[config.mk]
export PLATFORM = sky130hd
export DESIGN_NAME = mem_arbiter
export DESIGN_NICKNAME = d
export VERILOG_FILES = /design/src/rtl/mem_arb_pkg.sv /design/src/rtl/rr_arbiter2.sv /design/src/rtl/mem_arbiter.sv
export SDC_FILE = /design/constraint.sdc
export NUM_CORES = 1
export LEC_CHECK = 0
export ABC_AREA = 0
export CORE_ASPECT_RATIO = 1.5
export CORE_MARGIN = 4
export CORE_UTILIZATION = 25
export CTS_BUF_LIST = sky130_fd_sc_hd__clkbuf_16
export DETAILED_ROUTE_END_ITERATION = 6
export SLEW_MARGIN = 20
export SYNTH_ARGS = -nofsm -noshare
export SYNTH_HDL_FRONTEND = slang
export SYNTH_SLANG_ARGS = --single-unit
[constraint.sdc]
create_clock -name clk -period 2.5 [get_ports clk]
set_input_delay 0.25 -clock clk [delete_from_list [all_inputs] [get_ports clk]]
set_output_delay 0.25 -clock clk [all_outputs]
set_load 0.005 [all_outputs]
[src/rtl/mem_arb_pkg.sv]
// Shared types and sizing helpers for the two-port burst memory arbiter.
package mem_arb_pkg;

   typedef enum logic [1:0] {
      IDLE   = 2'd0,
      ACCESS = 2'd1,
      DONE   = 2'd2
   } state_t;

   typedef enum logic {
      PORT_I = 1'b0,
      PORT_D = 1'b1
   } port_t;

   // Byte offset of a word inside a line address
   localparam int WORD_OFFSET = 2;

   // Counter width for a 0..n-1 count, never narrower than one bit
   function automatic int cnt_width(input int n);
      return (n > 1) ? $clog2(n) : 1;
   endfunction

endpackage

[src/rtl/rr_arbiter2.sv]
// Two-request round-robin pick; the priority pointer is held by the caller.
module rr_arbiter2
   import mem_arb_pkg::*;
(
   input  logic  i_req_i,
   input  logic  i_req_d,
   input  port_t i_ptr,
   output port_t o_gnt,
   output logic  o_valid
);

   // Tie goes to the pointer's port, otherwise the lone requester wins
   always_comb begin
      o_valid = i_req_i | i_req_d;
      o_gnt   = PORT_I;
      if (i_req_i && i_req_d) begin
         o_gnt = i_ptr;
      end else if (i_req_d) begin
         o_gnt = PORT_D;
      end else begin
         o_gnt = PORT_I;
      end
   end

endmodule

[src/rtl/mem_arbiter.sv]
// Shares one memory port between the I and D cache engines, one
// BURST_LEN-word burst per grant, each word held for MEM_LATENCY cycles.
module mem_arbiter
   import mem_arb_pkg::*;
#(
   parameter int BURST_LEN   = 4,
   parameter int MEM_LATENCY = 2
)(
   input  logic                              clk,
   input  logic                              reset,
   input  logic                              ireq,
   input  logic                              iwrite_en,
   input  logic [31:0]                       iaddr,
   input  logic [31:0]                       idata,
   output logic [cnt_width(BURST_LEN)-1:0]   iword,
   output logic [31:0]                       iout,
   output logic                              ivalid,
   output logic                              idone,
   input  logic                              dreq,
   input  logic                              dwrite_en,
   input  logic [31:0]                       daddr,
   input  logic [31:0]                       ddata,
   output logic [cnt_width(BURST_LEN)-1:0]   dword,
   output logic [31:0]                       dout,
   output logic                              dvalid,
   output logic                              ddone,
   output logic                              mwrite_en,
   output logic [31:0]                       maddr,
   output logic [31:0]                       mdata,
   input  logic [31:0]                       mout
);

   localparam int          CW        = cnt_width(BURST_LEN);
   localparam int          LW        = cnt_width(MEM_LATENCY);
   localparam logic [31:0] LINE_MASK = 32'((BURST_LEN << WORD_OFFSET) - 1);

   state_t          r_state;
   state_t          w_next_state;
   port_t           r_grant;
   port_t           r_ptr;
   port_t           w_gnt;
   logic            w_gnt_valid;
   logic            r_write;
   logic [31:0]     r_base;
   logic [CW-1:0]   r_wordcnt;
   logic [LW-1:0]   r_latcnt;
   logic [31:0]     r_iout;
   logic [31:0]     r_dout;
   logic            r_ivalid;
   logic            r_dvalid;
   logic            w_last_lat;
   logic            w_last_word;

   rr_arbiter2 u_rr (
      .i_req_i (ireq),
      .i_req_d (dreq),
      .i_ptr   (r_ptr),
      .o_gnt   (w_gnt),
      .o_valid (w_gnt_valid)
   );

   assign w_last_lat  = (r_state == ACCESS) && (r_latcnt == LW'(MEM_LATENCY - 1));
   assign w_last_word = (r_wordcnt == CW'(BURST_LEN - 1));

   // State register
   always_ff @(posedge clk) begin
      if (reset) begin
         r_state <= IDLE;
      end else begin
         r_state <= w_next_state;
      end
   end

   // Next-state logic
   always_comb begin
      w_next_state = r_state;
      case (r_state)
         IDLE: begin
            if (w_gnt_valid) begin
               w_next_state = ACCESS;
            end else begin
               w_next_state = IDLE;
            end
         end
         ACCESS: begin
            if (w_last_lat && w_last_word) begin
               w_next_state = DONE;
            end else begin
               w_next_state = ACCESS;
            end
         end
         DONE:    w_next_state = IDLE;
         default: w_next_state = IDLE;
      endcase
   end

   // Grant latching, word/latency counters and read-data capture
   always_ff @(posedge clk) begin
      if (reset) begin
         r_grant   <= PORT_I;
         r_ptr     <= PORT_I;
         r_write   <= 1'b0;
         r_base    <= 32'd0;
         r_wordcnt <= '0;
         r_latcnt  <= '0;
         r_iout    <= 32'd0;
         r_dout    <= 32'd0;
         r_ivalid  <= 1'b0;
         r_dvalid  <= 1'b0;
      end else begin
         r_ivalid <= 1'b0;
         r_dvalid <= 1'b0;
         case (r_state)
            IDLE: begin
               if (w_gnt_valid) begin
                  r_grant   <= w_gnt;
                  r_ptr     <= (w_gnt == PORT_I) ? PORT_D : PORT_I;
                  r_write   <= (w_gnt == PORT_I) ? iwrite_en : dwrite_en;
                  r_base    <= ((w_gnt == PORT_I) ? iaddr : daddr) & ~LINE_MASK;
                  r_wordcnt <= '0;
                  r_latcnt  <= '0;
               end
            end
            ACCESS: begin
               if (w_last_lat) begin
                  r_latcnt  <= '0;
                  r_wordcnt <= r_wordcnt + CW'(1);
                  // Writes are acknowledged through the same capture path
                  if (r_grant == PORT_I) begin
                     r_iout   <= mout;
                     r_ivalid <= 1'b1;
                  end else begin
                     r_dout   <= mout;
                     r_dvalid <= 1'b1;
                  end
               end else begin
                  r_latcnt <= r_latcnt + LW'(1);
               end
            end
            default: begin
            end
         endcase
      end
   end

   // Memory-side drive and per-port word index, all quiet outside ACCESS
   always_comb begin
      maddr     = 32'd0;
      mdata     = 32'd0;
      mwrite_en = 1'b0;
      iword     = '0;
      dword     = '0;
      if (r_state == ACCESS) begin
         maddr     = r_base | (32'(r_wordcnt) << WORD_OFFSET);
         mwrite_en = r_write & w_last_lat;
         if (r_grant == PORT_I) begin
            mdata = idata;
            iword = r_wordcnt;
         end else begin
            mdata = ddata;
            dword = r_wordcnt;
         end
      end else begin
         maddr     = 32'd0;
         mwrite_en = 1'b0;
      end
   end

   assign iout   = r_iout;
   assign dout   = r_dout;
   assign ivalid = r_ivalid;
   assign dvalid = r_dvalid;
   assign idone  = (r_state == DONE) && (r_grant == PORT_I);
   assign ddone  = (r_state == DONE) && (r_grant == PORT_D);

endmodule
# Word level (Yosys, flattened, before mapping)
# Cells that the tools add are included.
# classes
addsub,2
mul,0
div,0
n_lt_le_gt_ge,0
eq_ne,5
shifts,0
mux,24
bitwise_logic,6
n_reduce_logical,13
# op_table
cell,n
32-bit two-way mux,4
32-bit by 4-bit bitwise OR with 32-bit output,1
2-bit two-way mux,7
1-bit two-way mux,10
3-bit AND reduction,3
2-bit one-hot mux with 2 select lines,2
1-bit logical AND,5
"2-bit equality test, second input constant",2
2-bit AND reduction,2
1-bit NOT,3
3-bit OR reduction,1
"2-bit by 1-bit adder with 2-bit output, second input constant",1
"2-bit by 1-bit equality test with 1-bit output, second input constant",1
2-bit zero test,1
"2-bit by 1-bit inequality test with 1-bit output, second input constant",1
"2-bit inequality test, second input constant",1
1-bit one-hot mux with 2 select lines,1
2-bit nonzero test,1
"1-bit adder, second input constant",1
1-bit bitwise AND,1
1-bit bitwise OR,1
# word_totals
ff_bits,102
latchBits,0
ramBits,0
rom_bits,0
in_bits,166
word_cells,61
mem_count,0

# Logic depth before layout (Yosys ltp)
# Gate-level depths: netlist of run 1.
# logic_depth
word_depth,5
mapped_depth,6
mapped_depth_nobuf,4

# Modules after synthesis
# A second synthesis of run 1 with hierarchy kept.
# hier_totals
cells_unflattened,567
area_unflattened_um2,4783.3
# modules_own_cells
mod,n_inst,cells_each,area_per_inst_um2
mem_arbiter,1,564,4765.8
rr_arbiter2,1,3,17.5

# Worst setup path after synthesis of run 1
# Ideal clock, no wire load.
# synth_path
path_type,reg2out
startpoint,register r_grant
endpoint,output mdata[0]
arrival_time_ps,1058
required_time_ps,2250
slack_ps,1192
path_stages_with_launch,6
cell_sequence,dfxtp_1 > buf_2 > buf_4 > buf_4 > mux2i_1 > nor2_1
# synth_via
elab_chain_len,2
# synth_rtl
item,line,source
from (decl),mem_arbiter.sv:39,port_t r_grant;
from (signal assigned),mem_arbiter.sv:116,r_grant <= w_gnt;
32-bit two-way mux,mem_arbiter.sv:156,if (r_grant == PORT_I) begin
32-bit two-way mux,mem_arbiter.sv:153,if (r_state == ACCESS) begin
to (decl),mem_arbiter.sv:29,"output logic [31:0] mdata,"
# Every way passes these cells.

# Final worst setup path of run 1
# layout_path
startpoint,register r_state[1]
endpoint,output mwrite_en
# layout_via
elab_chain_len,4
# layout_rtl
item,line,source
from (decl),mem_arbiter.sv:37,state_t r_state;
from (signal assigned),mem_arbiter.sv:70,r_state <= w_next_state;
2-bit by 1-bit equality test with 1-bit output *,"mem_arbiter.sv:62, mem_arbiter.sv:153",
1-bit logical AND,mem_arbiter.sv:62,assign w_last_lat = (r_state == ACCESS) && (r_latcnt == LW'(MEM_LATENCY - 1));
1-bit bitwise AND,mem_arbiter.sv:155,mwrite_en = r_write & w_last_lat;
1-bit two-way mux *,mem_arbiter.sv:153,
to (decl),mem_arbiter.sv:27,"output logic mwrite_en,"
# Every way passes the cells marked *; elsewhere a longest branch is shown, timed or not.

==> out/summary.txt, run 1 <==
CTS Buf Count: 9
Clock Sinks: 102
Synth Register Bits: 102
gpl congestion: 0.729
Crit path required time: 2.25 ns
most frequent cells in the layout: clkdlybuf4s50_1, nand2_1, dfxtp_1
period utilization: 87.2%
initial antenna violation count: 0
actual slew at the worst max-slew pin: 1.04 ns
Max Cap Violations: 0
pre-CTS WS: 0.447 ns
pin count of the biggest net entering global routing: 56
hold buffer count at CTS: 0
DR pass1 iterations: 6
syn avg cell area: 7.81 um2
gr ovfl total: 0
Skew-Pair Late Insertion Delay: 0.35 ns
Clock Path Buffers: 2
Cell Pwr Density: 480 nW/um2
r2r setup slk: 0.52 ns
clock-pin transition on the worst setup and hold timing paths: 0.08 ns
I/O Pins: 303
status: finished, final reports clean
Yosys cell types: 34
fmax: 459 MHz
setup_tns: 0 ns
VDD IR max: 0.282 mV
DRT Wirelength: 18100 um
# setup viols final: 0
CP Launch Type: flop
Pins Over Slew Limit: 0
row count: 61
hold crit path type: in -> reg
initial core utilization: 25.5%
Fin. Hold Viols: 0
die area: 21300 um2
TritonCTS clock tree: yes
vias in the first global route: 4966
drt drc: 0
Final ANT Viol Nets: 0
post-DR vias/cell: 4.52
first-pass GRT wire length: 27500 um
Syn Inst Count: 608
DPL Wire Length: 12900 um
die height: 177 um
crit-path max FO: 19
P_leak: 2.75 nW
layout net count: 1033
Core Util, Final: 43.4%
RSZ-0062 raised after global routing: false
synth warn: 0
Worst Path Class, Setup: reg -> out
diode count: 0
GRT Util Overall: 16.2%
drt wl/cell: 16.1 um
area of the mapped netlist: 4750 um2
Total Power: 3.88 mW
commonest non-fill, non-tap cell in the layout: clkdlybuf4s50_1
Filler cells: 1907
Buffers on Ports: 292
Worst Setup End Kind: output pin
core area: 18600 um2
Initial DRC Count: 227
H-Tree Depth: 3
Multi-input gate area: 2360 um2
post-CTS setup buffer count: 0
post-cts resize count: 0
die width: 121 um
via count: 5080
area delta synth->final: 70.1%
Slew HR: 30.3%
Tmin final: 2.18 ns
register area: 2040 um2
root buf cell: clkbuf_16
Post-Route Skew: 0.00828 ns
Worst Slack Setup Final: 0.320 ns
sequential-to-total area share from yosys stat: 43.0%
layout cells sized above 1: 4.48%
critical path arrival: 1.93 ns
==> path summary, 6_finish.rpt <==
kind | from | to | cells after the start
worst max register to register | r_state[1] | iout[21] | 4
worst min-delay path | reset | dout[11] | 2
worst max-delay path | r_state[1] | mwrite_en | 4
worst min register to register | dout[13] | dout[13] | 2
==> cells by family (layout without fill, tap and decap cells) <==
family          Yosys count  after routing  synth area share, %
compound gates          132            132                 15.0
other cells               1              2               0.0790
mux                      32             32                 6.74
buf+inv                  62            324                 7.77
simple gates            278            278                 27.2
fa+ha+maj                 1              1                0.263
flops                   102            102                 43.0
==> cell type report <==
class | count | share of cell area (%)
Clock buffer | 9 | 2.79
Sequential cell | 102 | 25.3
Tap cell | 252 | 3.90
Clock inverter | 7 | 0.743
Timing Repair Buffer | 308 | 38.1
Multi-Input combinational cell | 445 | 29.2
==> cells in the mapped netlist <==
| master | count | area share (%) |
|---|---|---|
| nor3b_4 | 1 | 0.40 |
| mux2i_1 | 32 | 6.7 |
| a31oi_1 | 29 | 3.8 |
| nor3_1 | 1 | 0.11 |
| nor3b_2 | 1 | 0.26 |
| nand3_1 | 59 | 6.2 |
| and2b_2 | 1 | 0.18 |
| and4bb_1 | 1 | 0.26 |
| o21ai_0 | 30 | 3.2 |
| nor2b_1 | 2 | 0.26 |
| ha_1 | 1 | 0.26 |
| nand2b_1 | 3 | 0.40 |
| and4b_1 | 1 | 0.21 |
| buf_6 | 11 | 2.6 |
| buf_2 | 22 | 2.3 |
| or2_2 | 1 | 0.13 |
| nor3b_1 | 2 | 0.32 |
| a2bb2oi_1 | 1 | 0.18 |
| a21oi_1 | 68 | 7.2 |
| o211ai_1 | 3 | 0.47 |
| nand4b_1 | 1 | 0.18 |
| buf_4 | 7 | 1.1 |
| nand4bb_1 | 1 | 0.24 |
| and3_1 | 3 | 0.40 |
| clkbuf_1 | 22 | 1.7 |
| dfxtp_1 | 102 | 43 |
| and2_1 | 30 | 4.0 |
| conb_1 | 1 | 0.079 |
| and3b_1 | 1 | 0.18 |
| nand3b_1 | 1 | 0.16 |
| or2_1 | 1 | 0.13 |
| nor2_1 | 36 | 2.8 |
| nand2_1 | 131 | 10 |
| a211oi_1 | 1 | 0.16 |
==> stage by stage <==
| step | hold slack [ns] | cell area (um2) | instances |
|---|---|---|---|
| 2_1_floorplan | 0.386 | 4750 | 609 |
| 3_3_place_gp | 0.441 | 7790 | 1107 |
| 3_5_place_dp | 0.446 | 7790 | 1107 |
| 4_1_cts | 0.390 | 8080 | 1123 |
| 5_1_grt | 0.414 | 8080 | 1123 |
| 6_report | 0.405 | 8080 | 1123 |
==> flip-flops by register name, indices dropped and copies added, names as in the netlist <==
| name | count |
|---|---|
| r_ptr | 1 |
| r_wordcnt | 2 |
| iout | 32 |
| r_state | 2 |
| dvalid | 1 |
| r_base | 28 |
| r_write | 1 |
| r_grant | 1 |
| r_latcnt | 1 |
| dout | 32 |
| ivalid | 1 |
==> per-layer routing <==
metal	vias up	wire, um	GRT usage (%)
met5	-	0	0
met4	0	297	5.20
met3	18	1190	4.22
met2	155	9360	29.2
met1	2329	7220	18.5
li1	2578	-	-
==> report_power, final <==
part / total, mW / switching, mW / internal [mW]
logic: 0.806 / 0.336 / 0.470
registers: 1.72 / 0.0290 / 1.69
clock network: 1.36 / 0.665 / 0.692
==> critical path, cell delays in order (launching register included) <==
cell,delay (ns)
dfxtp_1,0.31
and2b_2,0.40
buf_12,0.19
and3_1,0.16
clkdlybuf4s50_1,0.52
Note: power is estimated with default switching activity, not from simulation.
==> run 2, diff against run 1 <==
--- a/config.mk
+++ b/config.mk
@@ -6,11 +6,11 @@
 export NUM_CORES = 1
 export LEC_CHECK = 0
 export ABC_AREA = 0
-export CORE_ASPECT_RATIO = 1.5
 export CORE_MARGIN = 4
-export CORE_UTILIZATION = 25
+export CORE_UTILIZATION = 40
 export CTS_BUF_LIST = sky130_fd_sc_hd__clkbuf_16
 export DETAILED_ROUTE_END_ITERATION = 6
+export PLACE_DENSITY = 0.87
 export SLEW_MARGIN = 20
 export SYNTH_ARGS = -nofsm -noshare
 export SYNTH_HDL_FRONTEND = slang
==> out/summary.txt, run 2 (same netlist as run 1, synthesis figures left out) <==
met2 wire length: 8250 um (-12%)
worst r2r path cells: 4 (unchanged)
crit-path max FO: 23 (+4)
CP Launch Type: flop
Fin. Hold Viols: 0 (unchanged)
Filler cells: 964 (-49%)
Worst Path Class, Setup: reg -> out
# setup viols final: 0 (unchanged)
period utilization: 94.6% (+7.4 points)
via count: 5238 (+3.1%)
met3 routed WL: 1720 um (+44%)
Sequential Power Share: 45.4% (+1.2 points)
Reg2Reg Capture Point: dout[0]
Max Used Layer: met4
root buf cell: clkbuf_16
met1 wire length: 6730 um (-6.8%)
hold buffer count at CTS: 0 (unchanged)
die area: 13700 um2 (-36%)
die width: 117 um (-3.0%)
drt drc: 0 (unchanged)
gpl congestion: 0.757 (+3.9%)
pin count of the biggest net entering global routing: 103 (+84%)
Clock Path Buffers: 2 (unchanged)
post-CTS setup buffer count: 0 (unchanged)
hold crit path type: reg -> reg
setup_tns: 0 ns (unchanged)
end point of the critical path: maddr[16]
vias in the first global route: 4985 (+0.38%)
CTS Buf Count: 9 (unchanged)
layout cells sized above 1: 4.35% (-0.12 points)
gr ovfl total: 0 (unchanged)
DRT Wirelength: 16900 um (-6.3%)
Crit path required time: 2.25 ns (about the same)
Clock Power Share: 34.0% (-1.0 points)
H-Tree Depth: 3 (unchanged)
DPL Wire Length: 12200 um (-5.4%)
first-pass GRT wire length: 25000 um (-8.8%)
clock-pin transition on the worst setup and hold timing paths: 0.07 ns (about the same)
Cell Pwr Density: 481 nW/um2 (+0.21%)
RSZ-0062 raised after global routing: false
drt wl/cell: 16.7 um (+3.6%)
Worst Setup End Kind: output pin
Multi-input gate area: 2340 um2 (-0.58%)
commonest non-fill, non-tap cell in the layout: clkdlybuf4s50_1
fmax: 423 MHz (-7.8%)
Pins Over Slew Limit: 0 (unchanged)
critical path arrival: 2.11 ns (+0.18 ns)
most frequent cells in the layout: clkdlybuf4s50_1, nand2_1, dfxtp_1
Core Util, Final: 68.6% (+25 points)
Final ANT Viol Nets: 0 (unchanged)
combinational power share: 20.6% (-0.2 points)
post-DR vias/cell: 5.16 (+14%)
Tmin final: 2.36 ns (+0.184 ns)
core area: 11500 um2 (-38%)
I/O Pins: 303 (unchanged)
VDD IR max: 0.293 mV (+4.1%)
GRT Util Overall: 23.1% (+6.9 points)
area delta synth->final: 66.4%
status: finished, final reports clean
Switching Fraction: 25.6% (-0.94 points)
TritonCTS clock tree: yes
diode count: 0 (unchanged)
Initial DRC Count: 468 (+110%)
Hold Path Depth: 2 (unchanged)
Post-Route Skew: 0.00981 ns (+0.00154 ns)
post-cts resize count: 0 (unchanged)
initial antenna violation count: 0 (unchanged)
row count: 39 (-36%)
crit path from: r_state[1]
reg2reg start: r_grant
register area: 2040 um2 (unchanged)
die height: 117 um (-34%)
r2r setup slk: 1.02 ns (+0.50 ns)
P_leak: 2.74 nW (-0.19%)
Buffers on Ports: 292 (unchanged)
Max Cap Violations: 0 (unchanged)
DR pass1 iterations: 5 (-1)
cell internal pwr: 2.83 mW (-0.69%)
Skew-Pair Late Insertion Delay: 0.34 ns (about the same)
initial core utilization: 41.2% (+16 points)
layout net count: 1035 (+0.19%)
Clock Sinks: 102 (unchanged)
Net Switching: 0.973 mW (-5.4%)
[run 2: cell types whose count changed in the layout (fill, tap and decap cells not counted), moves of 2 or more]
cell      previous run  this run
buf_12               3         1
buf_4               14        17
clkinv_4             3         1
inv_6                0         2
inv_8                2         0
[run 2: per-stage QoR]
| stage | total power, mW | setup slack [ns] | instance area (um2) | hold slack [ns] | instances |
|---|---|---|---|---|---|
| 6_report | 3.80 | 0.136 | 7900 | 0.453 | 1016 |
| 5_1_grt | 3.95 | 0.0325 | 7900 | 0.470 | 1016 |
| 4_1_cts | 3.84 | 0.129 | 7900 | 0.432 | 1016 |
| 3_5_place_dp | 2.54 | 0.510 | 7630 | 0.447 | 1000 |
| 3_3_place_gp | 2.53 | 0.530 | 7630 | 0.441 | 1000 |
| 2_1_floorplan | 2.07 | 1.19 | 4750 | 0.386 | 609 |
[run 2: power by group through the flow]
stage / Clock [mW] / Sequential [mW] / Combinational (mW)
floorplan: 0 / 1.75 / 0.329
global placement: 0 / 1.76 / 0.767
detailed placement: 0 / 1.76 / 0.780
CTS: 1.33 / 1.73 / 0.785
global route: 1.38 / 1.73 / 0.843
finish: 1.29 / 1.73 / 0.784
[run 2: worst min-delay path by stage]
stage,end,startpoint,slack (ns)
2_1_floorplan,dout[0],mout[0],0.39
3_3_place_gp,dout[29],dout[29],0.44
3_5_place_dp,iout[24],iout[24],0.45
4_1_cts,ivalid,reset,0.43
5_1_grt,dout[19],dout[19],0.47
6_report,dout[29],dout[29],0.45
[run 2: critical path, cell delays in order, from the launching register on]
cell and delay, ns:
dfxtp_1 0.57, and2b_2 0.35, buf_4 0.23, and2_1 0.18, clkdlybuf4s50_1 0.46
[run 2: metal layers]
metal  global-route usage [%]  vias to the layer above
met5                        0                        -
met4                     6.19                        0
met3                     8.74                       20
met2                     38.4                      240
met1                     28.1                     2406
li1                         -                     2572
[run 2: area by class of cell]
class	count	area share [%]
Sequential cell	102	25.9
Clock buffer	9	2.85
Clock inverter	7	0.617
Timing Repair Buffer	310	38.8
Multi-Input combinational cell	445	29.6
Tap cell	143	2.26
==> run 3, diff against run 2 <==
--- a/config.mk
+++ b/config.mk
@@ -6,6 +6,7 @@
 export NUM_CORES = 1
 export LEC_CHECK = 0
 export ABC_AREA = 0
+export CAP_MARGIN = 10
 export CORE_MARGIN = 4
 export CORE_UTILIZATION = 40
 export CTS_BUF_LIST = sky130_fd_sc_hd__clkbuf_16
==> constraint.sdc (replaced) <==
create_clock -name clk -period 2.8 [get_ports clk]
set_input_delay 0.28 -clock clk [delete_from_list [all_inputs] [get_ports clk]]
set_output_delay 0.28 -clock clk [all_outputs]
set_load 0.005 [all_outputs]
==> out/summary.txt, run 3 (same netlist as run 1, synthesis figures left out) <==
root buf cell: clkbuf_16
post-DR vias/cell: 5.08 (-1.5%)
WP depth: 4 (unchanged)
gpl congestion: 0.793 (+4.8%)
final non-filler cell total: 1012 (-0.39%)
Reg2Reg Capture Point: dout[30]
die width: 117 um (unchanged)
status: finished, final reports clean
row count: 39 (unchanged)
Clock Path Buffers: 2 (unchanged)
Initial DRC Count: 367 (-22%)
initial antenna violation count: 0 (unchanged)
Switching Fraction: 24.9% (-0.70 points)
DR pass1 iterations: 5 (unchanged)
first-pass GRT wire length: 24900 um (-0.58%)
TritonCTS clock tree: yes
Skew-Pair Late Insertion Delay: 0.34 ns (about the same)
die area: 13700 um2 (unchanged)
pin count of the biggest net entering global routing: 103 (unchanged)
reg2reg start: r_grant
Crit path required time: 2.52 ns (+0.27 ns)
VDD IR max: 0.338 mV (+15%)
worst r2r path cells: 5 (+1)
core area: 11500 um2 (unchanged)
CTS Buf Count: 9 (unchanged)
combinational power share: 19.7% (-0.9 points)
Filler cells: 953 (-1.1%)
hold buffer count at CTS: 0 (unchanged)
cell internal pwr: 2.61 mW (-7.7%)
via count: 5139 (-1.9%)
Net Switching: 0.866 mW (-11%)
hold crit path type: reg -> reg
clock-pin transition on the worst setup and hold timing paths: 0.07 ns (about the same)
drt wl/cell: 16.4 um (-1.6%)
fmax: 397 MHz
critical path, cell by cell: and2b_4, and2_1, nor2b_1, clkdlybuf4s50_1
Crit path max-delay family: simple AND/OR/NAND/NOR gates
post-CTS setup buffer count: 0 (unchanged)
Worst Setup End Kind: output pin
Clock Power Share: 35.8% (+1.8 points)
Core Util, Final: 68.6% (unchanged)
initial core utilization: 41.2% (unchanged)
most frequent cells in the layout: clkdlybuf4s50_1, nand2_1, dfxtp_1
end point of the critical path: iword[1]
layout cells sized above 1: 4.14% (-0.21 points)
diode count: 0 (unchanged)
Max Cap Violations: 0 (unchanged)
Buffers on Ports: 292 (unchanged)
die height: 117 um (unchanged)
commonest non-fill, non-tap cell in the layout: clkdlybuf4s50_1
setup_tns: 0 ns (unchanged)
Clock Sinks: 102 (unchanged)
Worst Path Class, Setup: reg -> out
Sequential Power Share: 44.5% (-0.9 points)
DPL Wire Length: 12000 um (-1.3%)
Total Power: 3.48 mW (-8.5%)
drt drc: 0 (unchanged)
placed instance count: 997 (-0.30%)
layout net count: 1032 (-0.29%)
area delta synth->final: 66.4% (unchanged)
period utilization: 89.9%
CP peak stage delay: 0.61 ns (+0.04 ns)
I/O Pins: 303 (unchanged)
Final ANT Viol Nets: 0 (unchanged)
Bufs and invs on worst path: 1 (-1)
crit-path max FO: 35 (+52%)
slowest CP cell: dfxtp_1
gr ovfl total: 0 (unchanged)
crit path from: r_state[0]
P_leak: 2.73 nW (-0.57%)
critical path arrival: 2.24 ns (+0.13 ns)
GRT Util Overall: 22.7% (-0.32 points)
RSZ-0062 raised after global routing: false
Post-Route Skew: 0.00849 ns (-0.00132 ns)
CP Launch Type: flop
Cell Pwr Density: 440 nW/um2 (-8.5%)
H-Tree Depth: 3 (unchanged)
DRT Wirelength: 16600 um (-2.0%)
Tmin final: 2.52 ns
Fin. Hold Viols: 0 (unchanged)
r2r setup slk: 0.99 ns (-0.03 ns)
# setup viols final: 0 (unchanged)
Pins Over Slew Limit: 0 (unchanged)
vias in the first global route: 4909 (-1.5%)
## run 3: area by class of cell
cell class / instances / area (um2) / share of cell area, %
Multi-Input combinational cell: 445 / 2340 / 29.7
Sequential cell: 102 / 2040 / 25.9
Tap cell: 143 / 179 / 2.26
Clock buffer: 9 / 225 / 2.85
Clock inverter: 6 / 70.1 / 0.886
Timing Repair Buffer: 307 / 3040 / 38.5
## run 3: what timing repair did
action / 4_1_cts / 5_1_grt
gates resized for setup: 0 / 1
endpoints found under the hold margin: 0 / 0
endpoints found under the setup margin: 0 / 2
## run 3: layer usage
| layer | wire length, um | GRT usage (%) |
|---|---|---|
| met5 | 0 | 0 |
| met3 | 1520 | 6.68 |
| met2 | 8000 | 36.2 |
| met4 | 311 | 6.19 |
| met1 | 6770 | 30.3 |
## run 3: per-stage QoR
stage	area [um2]	worst slack, ns	hold WS, ns
floorplan	4750	1.46	0.416
global placement	7610	0.534	0.441
detailed placement	7610	0.494	0.446
CTS	7900	0.122	0.455
global route	7900	0.101	0.468
finish	7900	0.282	0.454
## run 3: worst min-delay path: stages, from the launching register on
cell and delay, ns:
dfxtp_1 0.31, nand2_1 0.05, a21oi_1 0.05
## run 3: power by group through the flow
| stage | Sequential (mW) | Combinational [mW] | Clock (mW) |
|---|---|---|---|
| 2_1_floorplan | 1.56 | 0.294 | 0 |
| 3_3_place_gp | 1.58 | 0.678 | 0 |
| 6_report | 1.55 | 0.686 | 1.24 |
| 4_1_cts | 1.55 | 0.688 | 1.27 |
| 5_1_grt | 1.55 | 0.743 | 1.32 |
| 3_5_place_dp | 1.58 | 0.685 | 0 |
## run 3: worst min-delay path by stage
stage,end,depth (start not counted),startpoint,slack (ns)
3_5_place_dp,iout[30],2,iout[30],0.45
4_1_cts,iout[30],2,iout[30],0.45
5_1_grt,iout[10],2,iout[10],0.47
6_report,iout[9],2,iout[9],0.45
2_1_floorplan,dout[0],2,mout[0],0.42
3_3_place_gp,iout[13],2,iout[13],0.44
